File: config.mk
export PLATFORM = sky130hd
export DESIGN_NAME = wave_sample_sequencer
export DESIGN_NICKNAME = d
export VERILOG_FILES = /design/src/rtl/wave_seq_pkg.sv /design/src/rtl/rate_tick_divider.sv /design/src/rtl/wave_sample_sequencer.sv
export SDC_FILE = /design/constraint.sdc
export NUM_CORES = 1
export LEC_CHECK = 0
export ABC_CLOCK_PERIOD_IN_PS = 5700
export CAP_MARGIN = 30
export CELL_PAD_IN_SITES_DETAIL_PLACEMENT = 0
export CELL_PAD_IN_SITES_GLOBAL_PLACEMENT = 2
export CORE_MARGIN = 8
export CORE_UTILIZATION = 34
export CTS_BUF_LIST = sky130_fd_sc_hd__clkbuf_16
export CTS_CLUSTER_DIAMETER = 200
export DETAILED_ROUTE_END_ITERATION = 16
export GPL_ROUTABILITY_DRIVEN = 0
export GPL_TIMING_DRIVEN = 0
export PLACE_DENSITY_LB_ADDON = 0.1
export SLEW_MARGIN = 20
export SYNTH_ARGS = -nofsm -noshare
export SYNTH_HDL_FRONTEND = slang
export SYNTH_HIERARCHICAL = 1
export SYNTH_SLANG_ARGS = --single-unit
export TNS_END_PERCENT = 5
File: constraint.sdc
create_clock -name clk_i -period 5.7 [get_ports clk_i]
set_clock_uncertainty 0.2 [all_clocks]
set_input_delay 0.855 -clock clk_i [delete_from_list [all_inputs] [get_ports clk_i]]
set_output_delay 0.855 -clock clk_i [all_outputs]
set_load 0.05 [all_outputs]
File: src/rtl/wave_seq_pkg.sv
// rtl/wave_seq_pkg.sv - shared types and constants for the waveform sample sequencer
package wave_seq_pkg;

  localparam int DATA_W_DEF  = 8;
  localparam int DIV_W_DEF   = 16;
  localparam int TMO_CYC_DEF = 63;

  localparam logic [1:0] WAVE_SQUARE = 2'b00;
  localparam logic [1:0] WAVE_TRI    = 2'b01;
  localparam logic [1:0] WAVE_SAW    = 2'b10;
  localparam logic [1:0] WAVE_SIN    = 2'b11;

  typedef enum logic [2:0] {
    ST_IDLE,
    ST_WAIT_TICK,
    ST_CFG_PH,
    ST_CFG_AMP,
    ST_REQUEST,
    ST_WAIT_VALID
  } seq_state_t;

  function automatic logic is_busy(input seq_state_t s);
    return !(s == ST_IDLE || s == ST_WAIT_TICK);
  endfunction

endpackage

File: src/rtl/rate_tick_divider.sv
// rtl/rate_tick_divider.sv - programmable sample-rate tick generator
module rate_tick_divider #(
  parameter int DIV_W = 16
) (
  input  logic             clk_i,
  input  logic             rst_i,
  input  logic             enable_i,
  input  logic [DIV_W-1:0] divider_i,
  output logic             tick_o
);

  logic [DIV_W-1:0] cnt;

  // Live compare so a divider lowered below the current count ticks at once.
  assign tick_o = enable_i && (cnt >= divider_i);

  always_ff @(posedge clk_i or posedge rst_i) begin
    if (rst_i) begin
      cnt <= '0;
    end else if (!enable_i || tick_o) begin
      cnt <= '0;
    end else begin
      cnt <= cnt + 1'b1;
    end
  end

endmodule

File: src/rtl/wave_sample_sequencer.sv
// rtl/wave_sample_sequencer.sv - sequences waveform generators at a programmable rate
// Optional SEQ_STATS_EN adds the sample_count_o statistics counter.
module wave_sample_sequencer
  import wave_seq_pkg::*;
#(
  parameter int DATA_W  = DATA_W_DEF,
  parameter int DIV_W   = DIV_W_DEF,
  parameter int TMO_CYC = TMO_CYC_DEF
) (
  input  logic              clk_i,
  input  logic              rst_i,
  input  logic              enable_i,
  input  logic [DIV_W-1:0]  divider_i,
  input  logic [1:0]        wave_sel_i,
  input  logic [DATA_W-1:0] cfg_data_i,
  input  logic              cfg_phase_strobe_i,
  input  logic              cfg_amp_strobe_i,
  input  logic              err_clr_i,
  input  logic [4*DATA_W-1:0] wave_data_i,
  input  logic [3:0]        wave_valid_i,
  output logic [DATA_W-1:0] gen_data_o,
  output logic              gen_phase_strobe_o,
  output logic              gen_amp_strobe_o,
  output logic              gen_next_strobe_o,
  output logic [DATA_W-1:0] sample_o,
  output logic              sample_valid_o,
  output logic              busy_o,
  output logic              overrun_o,
  output logic              timeout_o
`ifdef SEQ_STATS_EN
  ,
  output logic [15:0]       sample_count_o
`endif
);

  localparam int TMO_W = $clog2(TMO_CYC + 1);
  localparam logic [TMO_W-1:0] TMO_LAST = TMO_W'(TMO_CYC - 1);

  seq_state_t        state, state_d;
  logic              tick;
  logic              tick_pend, phase_pend, amp_pend;
  logic [DATA_W-1:0] phase_val, amp_val;
  logic [1:0]        sel_q;
  logic [TMO_W-1:0]  tmo_cnt;
  logic              sel_valid, tmo_hit, ovr_hit;
  logic [DATA_W-1:0] sel_data;

  rate_tick_divider #(.DIV_W(DIV_W)) u_div (
    .clk_i    (clk_i),
    .rst_i    (rst_i),
    .enable_i (enable_i),
    .divider_i(divider_i),
    .tick_o   (tick)
  );

  assign sel_valid = wave_valid_i[sel_q];
  assign sel_data  = wave_data_i[int'(sel_q) * DATA_W +: DATA_W];
  assign tmo_hit   = (state == ST_WAIT_VALID) && !sel_valid && (tmo_cnt == TMO_LAST);
  // A tick landing in REQUEST re-arms the pending flag instead of overrunning.
  assign ovr_hit   = tick && tick_pend && (state != ST_REQUEST);

  always_comb begin
    state_d = state;
    case (state)
      ST_IDLE: begin
        if (phase_pend)    state_d = ST_CFG_PH;
        else if (amp_pend) state_d = ST_CFG_AMP;
        else if (enable_i) state_d = ST_WAIT_TICK;
      end
      ST_WAIT_TICK, ST_CFG_PH, ST_CFG_AMP: begin
        if (phase_pend)     state_d = ST_CFG_PH;
        else if (amp_pend)  state_d = ST_CFG_AMP;
        else if (tick_pend) state_d = ST_REQUEST;
        else if (!enable_i) state_d = ST_IDLE;
        else                state_d = ST_WAIT_TICK;
      end
      ST_REQUEST: state_d = ST_WAIT_VALID;
      ST_WAIT_VALID: begin
        if (sel_valid || tmo_hit) state_d = enable_i ? ST_WAIT_TICK : ST_IDLE;
      end
      default: state_d = ST_IDLE;
    endcase
  end

  // Strobes are registered from the next state so they coincide with state entry.
  always_ff @(posedge clk_i or posedge rst_i) begin
    if (rst_i) begin
      state              <= ST_IDLE;
      gen_data_o         <= '0;
      gen_phase_strobe_o <= 1'b0;
      gen_amp_strobe_o   <= 1'b0;
      gen_next_strobe_o  <= 1'b0;
      sample_o           <= '0;
      sample_valid_o     <= 1'b0;
      busy_o             <= 1'b0;
      overrun_o          <= 1'b0;
      timeout_o          <= 1'b0;
      tick_pend          <= 1'b0;
      phase_pend         <= 1'b0;
      amp_pend           <= 1'b0;
      phase_val          <= '0;
      amp_val            <= '0;
      sel_q              <= WAVE_SQUARE;
      tmo_cnt            <= '0;
    end else begin
      state              <= state_d;
      busy_o             <= is_busy(state_d);
      gen_phase_strobe_o <= (state_d == ST_CFG_PH);
      gen_amp_strobe_o   <= (state_d == ST_CFG_AMP);
      gen_next_strobe_o  <= (state_d == ST_REQUEST);
      sample_valid_o     <= 1'b0;

      if (state_d == ST_CFG_PH) begin
        gen_data_o <= phase_val;
        phase_pend <= 1'b0;
      end else if (state_d == ST_CFG_AMP) begin
        gen_data_o <= amp_val;
        amp_pend   <= 1'b0;
      end
      if (cfg_phase_strobe_i) begin
        phase_pend <= 1'b1;
        phase_val  <= cfg_data_i;
      end
      if (cfg_amp_strobe_i) begin
        amp_pend <= 1'b1;
        amp_val  <= cfg_data_i;
      end

      if (state_d == ST_IDLE)         tick_pend <= 1'b0;
      else if (tick)                  tick_pend <= 1'b1;
      else if (state == ST_REQUEST)   tick_pend <= 1'b0;

      if (state == ST_REQUEST) begin
        sel_q   <= wave_sel_i;
        tmo_cnt <= '0;
      end

      if (state == ST_WAIT_VALID) begin
        if (sel_valid) begin
          sample_o       <= sel_data;
          sample_valid_o <= 1'b1;
        end else if (!tmo_hit) begin
          tmo_cnt <= tmo_cnt + 1'b1;
        end
      end

      overrun_o <= (overrun_o && !err_clr_i) || ovr_hit;
      timeout_o <= (timeout_o && !err_clr_i) || tmo_hit;
    end
  end

`ifdef SEQ_STATS_EN
  always_ff @(posedge clk_i or posedge rst_i) begin
    if (rst_i)          sample_count_o <= '0;
    else if (err_clr_i) sample_count_o <= '0;
    else                sample_count_o <= sample_count_o + {15'd0, sample_valid_o};
  end
`endif

endmodule
# Word level (Yosys, flattened, before mapping)

Index checks and enable logic that the tools add are counted.

Register bits after elaboration: 69
Input bits: 68
Output and inout port bits: 23
Logic and storage cells: 88

$add $sub $neg: 2
Magnitude comparators: 2
Shift operators: 1
Mux-type cells: 28
Equal/unequal tests: 12
Reductions and logical operators: 25

Operators by type and width:

| operator                                                                      | count |
|---|---|
| 32-bit by 6-bit variable part select with 8-bit output                        | 1 |
| 6-bit 2-to-1 mux                                                              | 4 |
| 3-bit 2-to-1 mux                                                              | 7 |
| 16-bit by 1-bit adder with 16-bit output (second input constant)              | 1 |
| 16-bit >= comparator                                                          | 1 |
| 16-bit 2-to-1 mux                                                             | 1 |
| 8-bit 2-to-1 mux                                                              | 2 |
| 3-bit by 2-bit == test with 1-bit output (second input constant)              | 4 |
| 1-bit 2-to-1 mux                                                              | 12 |
| 3-bit case mux with 4 select lines                                            | 1 |
| 3-bit == test (second input constant)                                         | 3 |
| 1-bit logical AND                                                             | 7 |
| 6-bit by 1-bit adder with 6-bit output (second input constant)                | 1 |
| 3-bit by 1-bit == test with 1-bit output (second input constant)              | 2 |
| 6-bit == test (second input constant)                                         | 1 |
| 3-bit logical NOT                                                             | 2 |
| 2-bit nonzero test                                                            | 3 |
| 1-bit logical OR                                                              | 5 |
| 1-bit logical NOT                                                             | 4 |
| 2-bit AND reduction                                                           | 2 |
| 2-bit by 3-bit less-than comparator with 1-bit output (second input constant) | 1 |
| 3-bit != test (second input constant)                                         | 1 |
| 3-bit nonzero test                                                            | 1 |
| 3-bit OR reduction                                                            | 1 |
| other kinds (2)                                                               | 2 |

# Depth between registers and ports, before layout

Depth after elaboration: 12
Mapped depth: 9
Depth with buffers taken out: 9

# By module

Netlist, hierarchy kept.

By module, submodules not included:

| module                | instances | cells an instance | area an instance (um2) | sequential area each (um2) |
|---|---|---|---|---|
| wave_sample_sequencer | 1         | 198               | 2,483.6                | 1,326.3 |
| rate_tick_divider     | 1         | 128               | 1,166.1                | 400.4 |

# Least setup slack after synthesis

No wires, ideal clock.

Path type: input port to flip-flop
Start point: input port divider_i[6]
End point: register tick_pend
Data required time: 5.369 ns
Stages: 9
Buffers on the path: 0
Library setup time: 0.131 ns
Path slack: 2.990 ns
Arrival time: 2.379 ns
Cells stage by stage: inv_1 > ha_1 > and3_4 > a221o_1 > a41oi_2 > o21ai_0 > o21a_1 > a21oi_1 > a21oi_1

Cells in the longest elaborated chain, start to end: 4
Elaborated cells on any way between the ends: 5
Those cells by class: order compare (1); mux (2); reduce/logical (2)

RTL lines:

| element                | RTL line                     | source |
|---|---|---|
| from (decl)            | wave_sample_sequencer.sv:13  | `input logic [DIV_W-1:0] divider_i,` |
| 16-bit >= comparator * | rate_tick_divider.sv:15      | `assign tick_o = enable_i && (cnt >= divider_i);` |
| 1-bit logical AND *    | rate_tick_divider.sv:15      |  |
| via tick               | wave_sample_sequencer.sv:40  | `logic tick;` |
| 1-bit 2-to-1 mux       | wave_sample_sequencer.sv:130 | `else if (tick) tick_pend <= 1'b1;` |
| 1-bit 2-to-1 mux       | wave_sample_sequencer.sv:129 | `if (state_d == ST_IDLE) tick_pend <= 1'b0;` |
| to (signal assigned)   | wave_sample_sequencer.sv:129 |  |
| to (signal assigned)   | wave_sample_sequencer.sv:130 |  |
| to (signal assigned)   | wave_sample_sequencer.sv:131 | `else if (state == ST_REQUEST) tick_pend <= 1'b0;` |
| to (decl)              | wave_sample_sequencer.sv:41  | `logic tick_pend, phase_pend, amp_pend;` |

Mark *: on every way through the listed nets, which the timed path passes. The rest lies on a longest branch.
A chain may end at the register's enable or synchronous reset.

# Final worst setup path

Start point: input port divider_i[6]
End point: register overrun_o

Cells in the longest elaborated chain, start to end: 5

RTL lines:

| element                        | RTL line                     | source |
|---|---|---|
| 16-bit >= comparator           | rate_tick_divider.sv:15      |  |
| 1-bit logical AND              | rate_tick_divider.sv:15      |  |
| via tick                       | wave_sample_sequencer.sv:40  |  |
| 1-bit logical AND (2 in a row) | wave_sample_sequencer.sv:60  | `assign ovr_hit = tick && tick_pend && (state != ST_REQUEST);` |
| 1-bit logical OR               | wave_sample_sequencer.sv:147 | `overrun_o <= (overrun_o && !err_clr_i) \|\| ovr_hit;` |
| to (signal assigned)           | wave_sample_sequencer.sv:147 |  |
| to (decl)                      | wave_sample_sequencer.sv:28  | `output logic overrun_o,` |

The timed path passes the listed nets, and every way through them passes these cells.

==> flow_summary.ini <==
[clocking]
cts_made_buffers = 9
clk_pin_slew_worst_paths_ps = 50
postCtsHoldBufs = 0
cts_setup_buffers = 0
clockBufferDepth = 2
clock-sinks = 69
cts-root-buf = clkbuf_16
postCtsResizedCells = 0
clk_latency_ps = 330
cts_tree = done
cts.htree.levels = 3

[drt]
vias = 2779
viasPerCell = 4.88
drt_iter0_markers = 71
dr.pass1.iters = 4
ant_nets = 0
routedWlPerCell_um = 15.7
routed_wl_um = 8930
drc = 0

[critical_path]
critPathKind = input pin to register
worstPathRequired_ps = 5700
cp-start-kind = input pin
cp_max_fo = 2
crit_top_cell = o21ai_0
crit_arrival_ps = 3020
end_kind = register
cp_slowest_stage_delay_ps = 460
critical_path.top_delay_family = compound AO/OA/AOI/OAI gates
crit_slowest_cell = clkdlybuf4s50_1
path_cells = clkdlybuf4s50_1 -> inv_1 -> ha_1 -> and3_4 -> a221o_1 -> a41oi_2 -> o21ai_0 -> o21a_1 -> nand3_1 -> o21ai_0
path_buf_inv = 2

[die]
design.core.area_um2 = 10700
pin_count = 91
die_w_um = 120
dieHeight_um = 120
dieArea_um2 = 14300
initial_core_util = 0.343
rows = 38

[synthesis]
ys_seq_area_frac = 0.473
yosysUniqueCellTypes = 48
avgSynthCellArea_um2 = 11.2
synth_ff_type = dfrtp_1
syn_inst = 326
synth_warnings = 6
synth_area_um2 = 3650
synth_nets = 413
async_flop_share = 1.00
synth_edf_count = 0
ys_seq_elements = 69

[power_and_ir_drop]
internal-power_uw = 991
powerDensity_nw_per_um2 = 274
netSwitchingPower_uw = 376
switching_share = 0.275
leakage_uw = 0.00225
power_frac_seq = 0.409
clkPwrFrac = 0.389
p_total_uw = 1370
vdd_drop_max_v = 0.000157
comb_power_share = 0.202

[job]
max-cap-violations = 0

[layout]
diodes = 0
fin_util = 0.469
fin_cells = 569
area_growth_pct = 36.8
layout_commonest_cell = clkdlybuf4s50_1
final_nets = 512
drive_gt1_frac = 0.147
final_cell_mix = clkdlybuf4s50_1, dfrtp_1, nor2_1, inv_1, mux2_2

[sta]
hold_violations = 0
rsz0062_at_grt = no
worst_slew_pin_slew_ps = 706
slew_viol_final = 0
slew_headroom = 0.527
setup_viol = 0
fmax_mhz = 332
min_period_ps = 3010
timing.final.crit_share = 0.529
tns_ps = 0

[global_route]
grt_use_total = 0.130
grt_pass1_wl_um = 14900
grt_max_degree = 54
overflow = 0
antenna_found_initial = 0
grt_pass1_vias = 3038

[place]
dp_hpwl_um = 6690
io_buffers = 88
place_inst = 554

[min_path]
hold_class = register to register

[outcome]
outcome = complete, no violations
-- power groups by stage --
stage	Sequential [uW]	Clock (uW)	Combinational, uW
2_1_floorplan	621	0	111
3_3_place_gp	567	0	278
3_5_place_dp	567	0	282
4_1_cts	559	548	282
5_1_grt	564	570	298
6_report	559	532	276
-- path summary, 6_finish.rpt --
kind	startpoint	endpoint	slack, ps	cells past startpoint
worst max-delay path	divider_i[6]	overrun_o	2690	10
worst min-delay path	tmo_cnt[5]	tmo_cnt[5]	270	1
worst max register to register	u_div/cnt[0]	overrun_o	3200	9
worst min register to register	tmo_cnt[5]	tmo_cnt[5]	270	1
max in group asynchronous	rst_i	tmo_cnt[3]	4040	2
min in group asynchronous	rst_i	u_div/cnt[2]	800	2
-- routing by layer --
metal  track usage  part of all wire
met4        0.0422             0.011
met2         0.222              0.50
met5             0                 0
met1         0.146              0.42
met3        0.0507             0.069
-- cell usage after synthesis, types with 2 or more instances --
library cell / instances / area [um^2]
nor2b_1: 2 / 12.5
xor2_1: 11 / 96.3
o21a_1: 2 / 15.0
xnor2_1: 3 / 26.3
inv_1: 27 / 101
nand2_1: 20 / 75.1
mux2_2: 25 / 282
buf_2: 3 / 15.0
dfrtp_1: 69 / 1730
mux2i_1: 5 / 50.1
o31ai_1: 8 / 60.1
and3_1: 3 / 18.8
nand3_1: 12 / 60.1
a31oi_1: 8 / 50.1
ha_1: 19 / 238
mux4_2: 9 / 203
nand2b_1: 4 / 25.0
nor2_1: 34 / 128
o21ai_0: 4 / 20.0
and4_1: 2 / 17.5
a21oi_1: 6 / 30.0
a221o_1: 2 / 20.0
nor3_1: 2 / 10.0
buf_6: 3 / 33.8
nand4_1: 15 / 93.8
clkbuf_1: 6 / 22.5
-- logic make-up after synthesis --
group / Yosys count / share of synthesized area
AOI/OAI and AO/OA: 45 / 0.100
xor gates and xnor gates: 14 / 0.0336
adders and majority gates: 19 / 0.0651
buffers and inverters: 41 / 0.0494
DFF: 69 / 0.473
muxes: 39 / 0.146
and+or+nand+nor: 99 / 0.132
-- flip-flops by register name, indices dropped and copies added (netlist names), 2 cells and up --
signal / count
state: 3
u_div/cnt: 16
phase_val: 8
sel_q: 2
tmo_cnt: 6
gen_data_o: 8
sample_o: 8
amp_val: 8
-- area by class of cell --
class,count,area (um^2)
multi-input cells,216,1740
inverters,28,108
clock buffers,9,225
flip-flops and latches,69,1730
fillers,1032,5660
well taps,140,175
repair buffers,88,881
plain buffers,13,75.1
clock inverters,6,57.6
-- per-stage QoR --
stage | hold WS, ps | instance area [um^2] | setup WS [ps]
floorplan | 237 | 3650 | 2990
global placement | 255 | 4710 | 2250
detailed placement | 259 | 4710 | 2270
CTS | 273 | 4990 | 2610
global route | 278 | 4990 | 2560
finish | 265 | 4990 | 2690
Note: power is estimated with default switching activity, not from simulation.
